File: config.mk
export PLATFORM = sky130hd
export DESIGN_NAME = rv32i_writeback
export DESIGN_NICKNAME = d
export VERILOG_FILES = /design/src/rtl/rv32i_writeback.sv
export SDC_FILE = /design/constraint.sdc
export NUM_CORES = 1
export LEC_CHECK = 0
export BUFFER_PORTS_ARGS = -buffer_cell sky130_fd_sc_hd__buf_2
export CAP_MARGIN = 20
export CORE_MARGIN = 2
export CORE_UTILIZATION = 43
export DETAILED_ROUTE_END_ITERATION = 10
export GPL_ROUTABILITY_DRIVEN = 0
export PLACE_DENSITY = 0.77
export SYNTH_ARGS = -nofsm -noshare
export SYNTH_HDL_FRONTEND = slang
export SYNTH_SLANG_ARGS = --single-unit
export TNS_END_PERCENT = 5
File: constraint.sdc
create_clock -name clk -period 1.75 [get_ports clk]
set_clock_uncertainty 0.05 [all_clocks]
set_input_delay 0.35 -clock clk [delete_from_list [all_inputs] [get_ports clk]]
set_output_delay 0.35 -clock clk [all_outputs]
set_load 0.05 [all_outputs]
File: src/rtl/rv32i_writeback.sv
// RV32I writeback stage: formats load data and drives the registered register-file write port.
// Optional load timeout abort when WB_TIMEOUT_EN is defined (parameter LOAD_TIMEOUT).
module rv32i_writeback #(
  parameter int LOAD_TIMEOUT = 255
) (
  input  logic        clk,
  input  logic        rst_n,
  input  logic        mem_valid,
  output logic        mem_ready,
  input  logic [4:0]  mem_rd_addr,
  input  logic        mem_rd_we,
  input  logic        mem_is_load,
  input  logic [2:0]  mem_funct3,
  input  logic [1:0]  mem_addr_lo,
  input  logic [31:0] mem_result,
  input  logic        dmem_rvalid,
  input  logic [31:0] dmem_rdata,
  output logic [4:0]  rd_addr,
  output logic [31:0] rd_data,
  output logic        rd_we,
  output logic        load_busy,
  output logic [4:0]  load_rd_addr,
  output logic        load_err
);

  typedef enum logic [0:0] {IDLE, WAIT_LOAD} state_t;

  state_t      state, state_nxt;
  logic [4:0]  lat_rd;
  logic        lat_we;
  logic [2:0]  lat_f3;
  logic [1:0]  lat_lo;
  logic [4:0]  rd_addr_nxt;
  logic [31:0] rd_data_nxt;
  logic        rd_we_nxt;
  logic        load_err_nxt;
  logic        accept;
  logic        timeout;

  function automatic logic [31:0] fmt_load(input logic [2:0] f3, input logic [1:0] lo,
                                           input logic [31:0] w);
    logic [7:0]  b;
    logic [15:0] h;
    b = w[{lo, 3'b000} +: 8];
    h = lo[1] ? w[31:16] : w[15:0];
    case (f3)
      3'd0:    fmt_load = {{24{b[7]}}, b};
      3'd1:    fmt_load = {{16{h[15]}}, h};
      3'd4:    fmt_load = {24'b0, b};
      3'd5:    fmt_load = {16'b0, h};
      default: fmt_load = w;
    endcase
  endfunction

  assign mem_ready    = (state == IDLE);
  assign accept       = mem_valid && mem_ready;
  assign load_busy    = (state == WAIT_LOAD);
  assign load_rd_addr = load_busy ? lat_rd : 5'd0;

`ifdef WB_TIMEOUT_EN
  logic [7:0] cnt;

  always_ff @(posedge clk or negedge rst_n) begin
    if (!rst_n)
      cnt <= 8'd0;
    else if (accept && mem_is_load)
      cnt <= 8'd0;
    else if (state == WAIT_LOAD && !dmem_rvalid)
      cnt <= cnt + 8'd1;
  end

  // Arriving data in the expiry cycle takes priority over the abort.
  assign timeout = (state == WAIT_LOAD) && !dmem_rvalid && (cnt == 8'(LOAD_TIMEOUT));
`else
  logic [7:0] unused_timeout_cfg;
  assign unused_timeout_cfg = 8'(LOAD_TIMEOUT);
  assign timeout = 1'b0;
`endif

  always_ff @(posedge clk or negedge rst_n) begin
    if (!rst_n) begin
      lat_rd <= 5'd0;
      lat_we <= 1'b0;
      lat_f3 <= 3'd0;
      lat_lo <= 2'd0;
    end else if (accept && mem_is_load) begin
      lat_rd <= mem_rd_addr;
      lat_we <= mem_rd_we;
      lat_f3 <= mem_funct3;
      lat_lo <= mem_addr_lo;
    end
  end

  always_comb begin
    state_nxt    = state;
    rd_addr_nxt  = rd_addr;
    rd_data_nxt  = rd_data;
    rd_we_nxt    = 1'b0;
    load_err_nxt = 1'b0;
    case (state)
      IDLE: begin
        if (accept) begin
          if (mem_is_load) begin
            state_nxt = WAIT_LOAD;
          end else begin
            rd_addr_nxt = mem_rd_addr;
            rd_data_nxt = mem_result;
            rd_we_nxt   = mem_rd_we && (mem_rd_addr != 5'd0);
          end
        end
      end
      WAIT_LOAD: begin
        if (dmem_rvalid) begin
          rd_addr_nxt = lat_rd;
          rd_data_nxt = fmt_load(lat_f3, lat_lo, dmem_rdata);
          rd_we_nxt   = lat_we && (lat_rd != 5'd0);
          state_nxt   = IDLE;
        end else if (timeout) begin
          load_err_nxt = 1'b1;
          state_nxt    = IDLE;
        end
      end
      default: state_nxt = IDLE;
    endcase
  end

  always_ff @(posedge clk or negedge rst_n) begin
    if (!rst_n) begin
      state    <= IDLE;
      rd_addr  <= 5'd0;
      rd_data  <= 32'd0;
      rd_we    <= 1'b0;
      load_err <= 1'b0;
    end else begin
      state    <= state_nxt;
      rd_addr  <= rd_addr_nxt;
      rd_data  <= rd_data_nxt;
      rd_we    <= rd_we_nxt;
      load_err <= load_err_nxt;
    end
  end

endmodule

After elaboration in Yosys (flattened, before gate mapping)
Index checks and enable logic that the tools add are counted.

Register bits: 50. Latch bits: 0. Memories kept: 0. ROM bits: 0. Input port bits: 80. RAM bits: 0. Output and inout port bits: 46.

Equal/unequal tests: 6. Div/mod/pow operators: 0. Multiplexer cells: 19. Add/subtract/negate cells: 0. Order comparisons: 0. Shift operators: 1. Multiply operators: 0. Bitwise gates (word level): 1. Reductions and logical operators: 8.

Operator list (number): 32-bit one-hot mux with 4 select lines (1); 32-bit 2-to-1 mux (3); 32-bit one-hot mux with 2 select lines (1); 32-bit by 6-bit variable part select with 8-bit output (1); 5-bit 2-to-1 mux (4); 16-bit 2-to-1 mux (1); 5-bit one-hot mux with 2 select lines (1); 5-bit nonzero test (2); 3-bit equality test, second input constant (2); 1-bit 2-to-1 mux (6); 1-bit logical AND (4); 2-bit inequality test, second input constant (2); 1-bit one-hot mux with 2 select lines (2); 3-bit by 1-bit equality test with 1-bit output, second input constant (1); 3-bit zero test (1); 3-bit AND reduction (1); 2-bit by 1-bit inequality test with 1-bit output, second input constant (1); 1-bit inverter (1).

Depth between registers and ports, before layout
Gate-level depths: netlist of run 1.

Word-level depth: 5. Depth in mapped cells: 6.

Least setup slack after synthesis of run 1
Ideal clock, no wire load.

Path type: register -> output. Start point: reg state, in the netlist load_busy. End point: out load_rd_addr[0]. Slack: -0.280 ns. Arrival: 1.630 ns. Required time: 1.350 ns. Stages on the path, launching flop included: 4. Cells stage by stage: dfrtp_1 -> buf_2 -> clkbuf_1 -> and2_1.

Longest elaborated chain between the ends: 1.

RTL lines: start, declared (RTL line 28) `state_t state, state_nxt;`; start signal, assigned (RTL line 135) `state <= state_nxt;`; 5-bit 2-to-1 mux (RTL line 58) `assign load_rd_addr = load_busy ? lat_rd : 5'd0;`; end, declared (RTL line 22) `output logic [4:0] load_rd_addr,`.

Every way passes these cells.

Final worst setup path of run 1
Start point: reg lat_lo[1]. End point: reg rd_data[18].

Longest elaborated chain between the ends: 4.

RTL lines: start, declared (RTL line 32) `logic [1:0] lat_lo;`; start signal, assigned (RTL line 90) `lat_lo <= mem_addr_lo;`; 32-bit by 6-bit variable part select with 8-bit output or 16-bit 2-to-1 mux (tied branches) (RTL line 44, 45); 32-bit one-hot mux with 4 select lines * (RTL line 46) `case (f3)`; 32-bit 2-to-1 mux * (RTL line 113) `if (dmem_rvalid) begin`; 32-bit one-hot mux with 2 select lines * (RTL line 100) `case (state)`; end signal, assigned (RTL line 137) `rd_data <= rd_data_nxt;`; end, declared (RTL line 19) `output logic [31:0] rd_data,`.

Mark *: on every way between the ends. The rest lies on a longest branch, timed or not. The select of a mux whose other input is x is not followed. A chain may end at the register's enable or synchronous reset.

==> results of run 1 <==
-- cell usage after synthesis, types with 2 or more instances --
master     n
or4_1      2
inv_1      4
a32oi_1    5
nor3b_1    2
o31a_1     5
o21ai_0   18
nor2b_1    2
nand2_1   37
nor2_1    23
clkbuf_1  16
o211ai_1   5
buf_6      2
o22ai_1    2
nand2b_1   2
a311o_1    6
o22a_1     5
a22oi_1    2
mux2i_1    9
buf_4      2
and2_1     7
buf_2      4
dfrtp_1   50
nor3_1    17
or3_1      5
mux2_2    16
a21oi_1   19
a211oi_1  17
-- state kept, by name (all words and copies together) (netlist names) --
register and count:
lat_rd 5, lat_lo 2, rd_we 1, rd_addr 5
load_busy 1, lat_f3 3, rd_data 32, lat_we 1
-- final cells by class --
class	instances	area [um^2]
Fill cell	559	2510
Timing Repair Buffer	155	911
Sequential cell	50	1250
Clock buffer	6	82.6
Tap cell	77	96.3
Clock inverter	2	16.3
Multi-Input combinational cell	222	1460
Inverter	5	22.5
-- timing repair --
action / 4_1_cts / 5_1_grt
gates cloned: 0 / 0
resized for setup: 6 / 7
setup buffers: 2 / 0
endpoints found under the setup margin: 19 / 30
hold buffers: 1 / 0
pin swaps: 1 / 1
endpoints found under the hold margin: 50 / 0
-- power by group through the flow --
stage          logic [uW]  clock network [uW]  registers (uW)
2_1_floorplan         872                   0            2550
3_3_place_gp         2450                   0            1660
3_5_place_dp         2480                   0            1660
4_1_cts              2510                 752            1640
5_1_grt              2680                 806            1680
6_report             2530                 740            1640
-- cell families after synthesis --
family | synth area share [%]
mux | 10.4
other cells | 0.133
buf+inv | 4.96
flops | 44.3
compound gates | 23.4
simple gates | 16.8
-- worst max-delay path: stages, from the launching register on --
cell	delay, ns
dfrtp_1	0.42
mux4_2	0.55
or2_4	0.26
a31oi_4	0.15
buf_12	0.16
a211oi_1	0.08
-- stage by stage --
stage	hold slack [ns]	cells	setup TNS [ns]	cell area [um^2]	utilization (%)
2_1_floorplan	0.00441	302	-1.10	2840	-
3_3_place_gp	0.309	506	-0.500	3680	57.9
3_5_place_dp	0.308	506	-1.14	3680	57.9
4_1_cts	0.211	517	-0.503	3820	60.1
5_1_grt	0.203	517	-1.54	3840	60.4
6_report	0.221	517	-0.415	3840	60.4
-- cells in the final DEF, fill, tap and decap left out, types with 4 or more instances in the layout --
master	synthesis	final
dfrtp_1	50	49
o22a_1	5	5
nand2_1	37	37
mux2i_1	9	9
a311o_1	6	6
a32oi_1	5	4
a21oi_1	19	19
mux2_2	16	16
buf_4	2	29
o211ai_1	5	5
nor3_1	17	17
clkbuf_8	0	6
o21ai_0	18	15
nor2_1	23	22
a211oi_1	17	17
or3_1	5	5
o31a_1	5	5
and2_2	0	5
buf_2	4	120
-- final timing paths --
| check | end | slack (ns) | cells after the start |
|---|---|---|---|
| max reg2reg | rd_data[18]$_DFFE_PN0P_ | -0.04 | 5 |
| min | lat_f3[0]$_DFFE_PN0P_ | 0.22 | 2 |
| min in group asynchronous | rd_data[26]$_DFFE_PN0P_ | 0.49 | 3 |
| max in group asynchronous | lat_rd[1]$_DFFE_PN0P_ | 0.91 | 3 |
| max | rd_data[18]$_DFFE_PN0P_ | -0.04 | 5 |
| min reg2reg | rd_addr[4]$_DFFE_PN0P_ | 0.44 | 2 |
-- routing by layer --
layer | routed length (um) | global-route usage [%] | share of wire, % | up-vias
li1 | - | - | - | 1379
met1 | 3800 | 32.5 | 43 | 1377
met2 | 4250 | 40.3 | 48 | 133
met3 | 703 | 5.16 | 8.0 | 9
met4 | 88 | 5.92 | 1.0 | 0
met5 | 0 | 0 | 0 | -
==> summary.md, run 1 <==
| Metric | Value |
|---|---|
| Outcome | `complete, but fails checks` |
| Failing checks | `negative setup slack` |
| Drt initial violations | `215` |
| Clk slew on worst S/H paths | `0.10 ns` |
| Setup violators final | `16` |
| Reg-to-Reg Start | `lat_lo[1]$_DFFE_PN0P_` |
| Crit path kind | `reg -> reg` |
| Hold crit path type | `in -> reg` |
| Worst vdd ir | `0.774 mV` |
| Drc violations | `0` |
| Rows | `29` |
| Clock network power share | `15.1%` |
| Sequential Power Share | `33.5%` |
| EDFF count, synth | `0` |
| Max Cap Viol | `0` |
| H-tree depth | `2` |
| Power share of the combinational group | `51.5%` |
| Pwr dens | `1280 nW/um^2` |
| Total vias in the final route | `2,898` |
| Syn-to-layout area delta | `35.9%` |
| Largest net degree at the start of global routing | `51` |
| Switching part of the total | `47.8%` |
| Clk_lat worst skew | `0.31 ns` |
| RSZ-0062 raised after global routing | `yes` |
| Worst setup startpoint | `lat_lo[1]$_DFFE_PN0P_` |
| Die Span Y | `85.0 um` |
| Clk buf depth | `2` |
| Syn Area/Cell | `9.35 um^2` |
| Fin. Hold Viols | `0` |
| Leading area contributor after synthesis | `dfrtp_1` |
| Share of cells above drive strength 1 | `44.1%` |
| CTS root buf | `clkbuf_8` |
| TritonCTS buffer count | `5` |
| Vias in the first global route | `2,806` |
| Pleak | `0.00178 uW` |
| WL/cell | `17.1 um` |
| Diode count | `0` |
| Top_reg_cell synth | `dfrtp_1` |
| Worst Path Required | `1.89 ns` |
| Ys async rst share | `100%` |
| GRT overflow | `0` |
| IO Pins | `126` |
| Syn nets | `382` |
| Synth top area cells | `dfrtp_1 44%, mux2_2 6.4%, nand2_1 4.9%, a211oi_1 4.5%, a21oi_1 3.4%` |
| Yosys warns | `0` |
| Initial Util | `44.5%` |
| Register area share after synthesis | `44.3%` |
| Element type at the critical path end | `register` |
| Antenna-violating nets left | `0` |
| Arr. time, crit path | `1.93 ns` |
| Die width | `85.0 um` |
| Flops & latches, synth | `50` |
| Net load switching power | `2350 uW` |
| Worst setup margin | `-0.0407 ns` |
| Library cells used by synthesis | `45` |
| Core area | `6350 um^2` |
| Pre-CTS setup slack | `-0.0754 ns` |
| Critical path startpoint category | `register` |
| Layout net count | `519` |
| Post-DP HPWL | `6800 um` |
| Cell area after synthesis | `2820 um^2` |
| Fin. max-slew vios | `0` |
| TritonCTS clock tree | `built` |
| Cell-internal power | `2560 uW` |
| DR vias/cell | `5.61` |
| Synth Instances | `302` |
| Min Tclk post-route | `1.79 ns` |
| Initial antenna violation count | `0` |
| First-pass GRT wire length | `14,100 um` |
| Die ar. | `7230 um^2` |
| Clock sink total | `50` |
| Power after layout | `4910 uW` |
| Worst-path fanout max | `16` |
| Min-Delay Startpoint | `mem_funct3[0]` |
| Total Routing Usage GR | `24.2%` |
| Post-route clock period utilization | `102%` |
| Port Buffers | `124` |
| Area share of the largest cell type after synthesis | `44.3%` |
| DRT Pass-1 Iters | `4` |
| Total Wirelength | `8840 um` |
| Fmax | `558 MHz` |
Power figures use the tool's default switching activity.
==> inputs of run 2 (changes only) <==
Settings changed: SKIP_LAST_GASP from default to 1.
==> run 2 against run 1 <==
The flow still finishes with violations (negative setup slack). Global-route usage rose by 0.082 points. Critical path depth stayed put. Fmax down 1.3%. Clock-buffer cell count unchanged. Critical endpoint unchanged. Sequential share of layout area increased by 0.24 points. Flip-flop and latch count unchanged. Die area unchanged. Combinational power hardly changed.
==> summary.md, run 2 (synthesis gave the netlist of run 1 again) <==
| Metric | Value |
|---|---|
| Outcome | `complete, but fails checks (unchanged)` |
| Failing checks | `negative setup slack (unchanged)` |
| Hold Worst Slack | `0.221 ns (about the same)` |
| Initial antenna violation count | `0 (unchanged)` |
| Clk_lat worst skew | `0.31 ns (about the same)` |
| Worst hold path endpoint | `lat_f3[2]$_DFFE_PN0P_ (was lat_f3[0]$_DFFE_PN0P_)` |
| H-tree depth | `2 (unchanged)` |
| Fmax | `551 MHz (was 558 MHz)` |
| Total Routing Usage GR | `24.3% (was 24.2%)` |
| Commonest cells after routing, fill and taps aside | `124 x buf_2, 49 x dfrtp_1, 37 x nand2_1 (was 120 x buf_2, 49 x dfrtp_1, 37 x nand2_1)` |
| Pwr dens | `1280 nW/um^2 (about the same)` |
| Setup TNS | `-0.764 ns (was -0.415 ns)` |
| Min Tclk post-route | `1.81 ns (was 1.79 ns)` |
| Net load switching power | `2340 uW (was 2350 uW)` |
| Total vias in the final route | `2,904 (was 2,898)` |
| Flop-to-flop setup slack | `-0.06 ns (was -0.04 ns)` |
| WL/cell | `17.1 um (about the same)` |
| IO Pins | `126 (unchanged)` |
| CTS root buf | `clkbuf_8 (unchanged)` |
| WHS Path Cells | `2 (unchanged)` |
| Critical path startpoint category | `register (unchanged)` |
| Vias in the first global route | `2,802 (was 2,806)` |
| RSZ-0062 raised after global routing | `yes (unchanged)` |
| Clk buf depth | `2 (unchanged)` |
| Leading cell type in the layout, fill and taps excluded | `buf_2 (unchanged)` |
| Crit path kind | `reg -> reg (unchanged)` |
| Worst-path fanout max | `16 (unchanged)` |
| Reg-to-Reg Start | `lat_lo[1]$_DFFE_PN0P_ (unchanged)` |
| DRT Pass-1 Iters | `4 (unchanged)` |
| TritonCTS buffer count | `5 (unchanged)` |
| Element type at the critical path end | `register (unchanged)` |
| Die Span Y | `85.0 um (unchanged)` |
| Cell-internal power | `2550 uW (was 2560 uW)` |
| Hold crit path type | `in -> reg (unchanged)` |
| Switching part of the total | `47.9% (was 47.8%)` |
| Core area | `6350 um^2 (unchanged)` |
| Pleak | `0.00178 uW (about the same)` |
| Max Cap Viol | `0 (unchanged)` |
| Worst setup margin | `-0.0641 ns (was -0.0407 ns)` |
| Sequential Power Share | `33.5% (about the same)` |
| Max reg flops | `32 (unchanged)` |
| Worst reg2reg endpoint | `rd_data[18]$_DFFE_PN0P_ (unchanged)` |
| Power share of the combinational group | `51.3% (was 51.5%)` |
| Clk slew on worst S/H paths | `0.10 ns (about the same)` |
| Fin. max-slew vios | `0 (unchanged)` |
| Port Buffers | `124 (unchanged)` |
| GRT overflow | `0 (unchanged)` |
| Worst setup startpoint | `lat_lo[1]$_DFFE_PN0P_ (unchanged)` |
| Fin. Hold Viols | `0 (unchanged)` |
| Share of cells above drive strength 1 | `43.6% (was 44.1%)` |
| Initial Util | `44.5% (unchanged)` |
| Clock sink total | `50 (unchanged)` |
| Post-route clock period utilization | `104% (was 102%)` |
| TritonCTS clock tree | `built (unchanged)` |
| Largest regs | `rd_data x32, lat_rd x5, rd_addr x5 (unchanged)` |
| Largest net degree at the start of global routing | `51 (unchanged)` |
| First-pass GRT wire length | `14,100 um (about the same)` |
| Fillers | `560 (was 559)` |
| Die width | `85.0 um (unchanged)` |
| Die ar. | `7230 um^2 (unchanged)` |
| Drc violations | `0 (unchanged)` |
| Setup violators final | `16 (unchanged)` |
| Worst Path Required | `1.89 ns (about the same)` |
| Rows | `29 (unchanged)` |
| Antenna-violating nets left | `0 (unchanged)` |
| Syn-to-layout area delta | `34.9% (was 35.9%)` |
| Min-Delay Startpoint | `mem_funct3[2] (was mem_funct3[0])` |
| R2R depth | `5 (unchanged)` |
| Diode count | `0 (unchanged)` |
| Post-DP HPWL | `6800 um (unchanged)` |
| Worst vdd ir | `0.772 mV (was 0.774 mV)` |
| Clock network power share | `15.2% (was 15.1%)` |
| Arr. time, crit path | `1.96 ns (was 1.93 ns)` |
| Layout net count | `519 (unchanged)` |
| Top reg by flops | `rd_data (unchanged)` |
| Utilization after layout | `60.0% (was 60.4%)` |
| Total Wirelength | `8820 um (was 8840 um)` |
| DR vias/cell | `5.62 (was 5.61)` |
| Drt initial violations | `235 (was 215)` |
run 2: cell types whose count changed in the layout (fill, tap and decap cells not counted), moves of 2 or more:
cell     previous run  this run
buf_6               2         0
o21ai_1             3         0
buf_2             120       124
buf_4              29        27
o21ai_0            15        18
run 2: timing repair:
action	4_1_cts	5_1_grt
hold buffers	1	0
endpoints found under the hold margin	50	0
pin swaps	0	0
endpoints found under the setup margin	19	37
setup buffers	2	0
gates resized for setup	1	1
run 2: critical path: stages, from the launching register on:
cell and delay (ns):
dfrtp_1 0.42, mux4_2 0.55, or2_4 0.26, a31oi_4 0.18, buf_12 0.16, a211oi_1 0.08
run 2: layout make-up:
| cell class | count | area, um^2 | share of cell area [%] |
|---|---|---|---|
| Clock buffer | 6 | 82.6 | 2.17 |
| Clock inverter | 2 | 16.3 | 0.427 |
| Inverter | 5 | 22.5 | 0.591 |
| Multi-Input combinational cell | 222 | 1450 | 37.9 |
| Sequential cell | 50 | 1250 | 32.9 |
| Tap cell | 77 | 96.3 | 2.53 |
| Timing Repair Buffer | 155 | 893 | 23.5 |
run 2: how the worst max path moves through the flow:
| stage | cells after the start | slack, ns | to |
|---|---|---|---|
| after floorplan | 5 | -0.07 | rd_data[12]$_DFFE_PN0P_ |
| after global placement | 6 | -0.03 | rd_data[20]$_DFFE_PN0P_ |
| after detailed placement | 6 | -0.08 | rd_data[18]$_DFFE_PN0P_ |
| after CTS | 5 | -0.07 | rd_data[18]$_DFFE_PN0P_ |
| after global routing | 5 | -0.11 | rd_data[18]$_DFFE_PN0P_ |
| final | 5 | -0.06 | rd_data[18]$_DFFE_PN0P_ |
run 2: through the flow:
stage	setup slack [ns]	cell area (um^2)	power, uW	instances
after floorplan	-0.0726	2840	3420	302
after global placement	-0.0341	3680	4100	506
after detailed placement	-0.0754	3680	4150	506
after CTS	-0.0691	3810	4890	517
after global routing	-0.115	3810	5150	517
final	-0.0641	3810	4890	517
run 2: per-layer routing:
layer  GRT usage [%]  vias up  part of all wire, %
li1                -     1377                    -
met1            33.1     1390                   43
met2            39.8      123                   48
met3            5.16       14                  7.9
met4            5.92        0                  1.4
met5               0        -                    0
run 2: power by group through the flow:
| stage | Combinational (uW) | Clock [uW] | Sequential, uW |
|---|---|---|---|
| global route | 2660 | 806 | 1680 |
| CTS | 2500 | 752 | 1640 |
| finish | 2510 | 742 | 1640 |
| detailed placement | 2480 | 0 | 1660 |
| global placement | 2450 | 0 | 1660 |
| floorplan | 872 | 0 | 2550 |
==> inputs of run 3 (changes only) <==
Settings changed: CORE_UTILIZATION 43 to 42, PLACE_DENSITY 0.77 to 0.75.
==> run 3 against run 2 <==
The run still ends with negative setup slack left. Non-clock buffer count decreased by 3. Die area up 2.3%. Flip-flop and latch count unchanged. Via count grew 1.5%. Setup slack better by 0.019 ns. Largest power group unchanged.
==> summary.md, run 3 (synthesis gave the netlist of run 1 again) <==
| Metric | Value |
|---|---|
| Outcome | `complete, but fails checks (unchanged)` |
| Failing checks | `negative setup slack (unchanged)` |
| Fin. Hold Viols | `0 (unchanged)` |
| Total Routing Usage GR | `25.0% (was 24.3%)` |
| Drt initial violations | `203 (was 235)` |
| Pleak | `0.00176 uW (was 0.00178 uW)` |
| Clock sink total | `50 (unchanged)` |
| WL/cell | `18.0 um (was 17.1 um)` |
| Antenna-violating nets left | `0 (unchanged)` |
| Worst setup margin | `-0.0454 ns (was -0.0641 ns)` |
| Clock network power share | `16.4% (was 15.2%)` |
| Power share of the combinational group | `50.3% (was 51.3%)` |
| Largest regs | `rd_data x32, lat_rd x5, rd_addr x5 (unchanged)` |
| Max Cap Viol | `0 (unchanged)` |
| Hold crit path type | `in -> reg (unchanged)` |
| Element type at the critical path end | `register (unchanged)` |
| Share of cells above drive strength 1 | `42.3% (was 43.6%)` |
| H-tree depth | `2 (unchanged)` |
| DRT Pass-1 Iters | `4 (unchanged)` |
| Die ar. | `7390 um^2 (was 7230 um^2)` |
| Kind of cell adding the most delay to the critical path | `multiplexers (unchanged)` |
| IO Pins | `126 (unchanged)` |
| Setup violators final | `18 (was 16)` |
| GRT overflow | `0 (unchanged)` |
| Syn-to-layout area delta | `33.5% (was 34.9%)` |
| CTS root buf | `clkbuf_8 (unchanged)` |
| Utilization after layout | `58.7% (was 60.0%)` |
| Worst vdd ir | `0.635 mV (was 0.772 mV)` |
| First-pass GRT wire length | `14,500 um (was 14,100 um)` |
| Worst Path Required | `1.90 ns (was 1.89 ns)` |
| Commonest cells after routing, fill and taps aside | `123 x buf_2, 49 x dfrtp_1, 37 x nand2_1 (was 124 x buf_2, 49 x dfrtp_1, 37 x nand2_1)` |
| Post-route clock period utilization | `103% (was 104%)` |
| Slowest cell on crit path | `mux4_2 (unchanged)` |
| Initial Util | `44.0% (was 44.5%)` |
| Cell-internal power | `2640 uW (was 2550 uW)` |
| Vias in the first global route | `2,852 (was 2,802)` |
| Crit path kind | `reg -> reg (unchanged)` |
| Fmax | `557 MHz (was 551 MHz)` |
| Worst slew pin tran | `0.533 ns` |
| Total vias in the final route | `2,948 (was 2,904)` |
| Fin. max-slew vios | `0 (unchanged)` |
| Clk_lat worst skew | `0.31 ns (about the same)` |
| Leading cell type in the layout, fill and taps excluded | `buf_2 (unchanged)` |
| Pwr dens | `1320 nW/um^2 (was 1280 nW/um^2)` |
| RSZ-0062 raised after global routing | `yes (unchanged)` |
| Worst-path fanout max | `16 (unchanged)` |
| DR vias/cell | `5.74 (was 5.62)` |
| Core area | `6420 um^2 (was 6350 um^2)` |
| Layout net count | `516 (was 519)` |
| Switching part of the total | `47.0% (was 47.9%)` |
| Port Buffers | `124 (unchanged)` |
| Power after layout | `4980 uW (was 4890 uW)` |
| Largest net degree at the start of global routing | `31 (was 51)` |
| Critical path startpoint category | `register (unchanged)` |
| Min Tclk post-route | `1.80 ns (was 1.81 ns)` |
| Die Span Y | `86.0 um (was 85.0 um)` |
| Post-DP HPWL | `7180 um (was 6800 um)` |
| Net load switching power | `2340 uW (about the same)` |
| TritonCTS buffer count | `5 (unchanged)` |
| Diode count | `0 (unchanged)` |
| Total Wirelength | `9230 um (was 8820 um)` |
| Max reg flops | `32 (unchanged)` |
| Drc violations | `0 (unchanged)` |
| Initial antenna violation count | `0 (unchanged)` |
| Clk slew on worst S/H paths | `0.09 ns (was 0.10 ns)` |
| Die width | `86.0 um (was 85.0 um)` |
| Slowest stage delay, CP | `0.54 ns (was 0.55 ns)` |
| Sequential Power Share | `33.3% (was 33.5%)` |
| CP Buf/Inv Count | `1 (unchanged)` |
| Rows | `29 (unchanged)` |
| TritonCTS clock tree | `built (unchanged)` |
| CP cell instances | `mux4_2 > or2_4 > a31oi_4 > buf_12 > a211oi_1 (unchanged)` |
| Top reg by flops | `rd_data (unchanged)` |
| Arr. time, crit path | `1.94 ns (was 1.96 ns)` |
| Clk buf depth | `2 (unchanged)` |
| Rel. slew slack | `64.0%` |
-- run 3: stage by stage --
step | TNS (ns) | instance area (um^2) | instances | setup WS, ns | hold WS, ns
after floorplan | -1.10 | 2840 | 302 | -0.0726 | 0.00441
after global placement | -0.762 | 3650 | 505 | -0.0482 | 0.298
after detailed placement | -1.42 | 3650 | 505 | -0.0930 | 0.301
after CTS | -0.752 | 3770 | 514 | -0.0552 | 0.197
after global routing | -2.76 | 3770 | 514 | -0.127 | 0.206
final | -0.591 | 3770 | 514 | -0.0454 | 0.201
-- run 3: final cells by class --
cell class                      instances  area [um^2]
Multi-Input combinational cell        222         1440
Tap cell                               77         96.3
Inverter                                5         18.8
Sequential cell                        50         1250
Clock inverter                          1         30.0
Clock buffer                            7         76.3
Fill cell                             593         2650
Timing Repair Buffer                  152          852
-- run 3: per-layer routing --
layer,track usage (%),up-vias,share of wire [%]
met5,0,-,0
met1,34.8,1410,43
met2,39.0,157,46
met4,6.06,0,1.1
met3,6.64,12,10
li1,-,1369,-
-- run 3: final timing paths --
kind / start / to / slack, ns / cells after the start
max reg2reg: lat_lo[1]$_DFFE_PN0P_ / rd_data[26]$_DFFE_PN0P_ / -0.05 / 5
min reg2reg: rd_addr[2]$_DFFE_PN0P_ / rd_addr[2]$_DFFE_PN0P_ / 0.45 / 2
min: dmem_rvalid / load_busy$_DFF_PN0_ / 0.20 / 2
max in group asynchronous: rst_n / load_busy$_DFF_PN0_ / 0.76 / 3
min in group asynchronous: rst_n / rd_data[21]$_DFFE_PN0P_ / 0.52 / 3
max: lat_lo[1]$_DFFE_PN0P_ / rd_data[26]$_DFFE_PN0P_ / -0.05 / 5
-- run 3: what timing repair did --
item / in CTS / in global routing
setup buffers: 0 / 0
hold endpoints to repair: 20 / 0
pin swaps: 0 / 0
hold buffers: 1 / 0
gates resized for setup: 2 / 0
setup endpoints to repair: 23 / 34
-- run 3: power groups by stage --
stage | clock (uW) | combinational, uW | sequential, uW
finish | 817 | 2500 | 1660
global route | 891 | 2650 | 1700
CTS | 818 | 2500 | 1660
detailed placement | 0 | 2490 | 1680
global placement | 0 | 2440 | 1660
floorplan | 0 | 872 | 2550
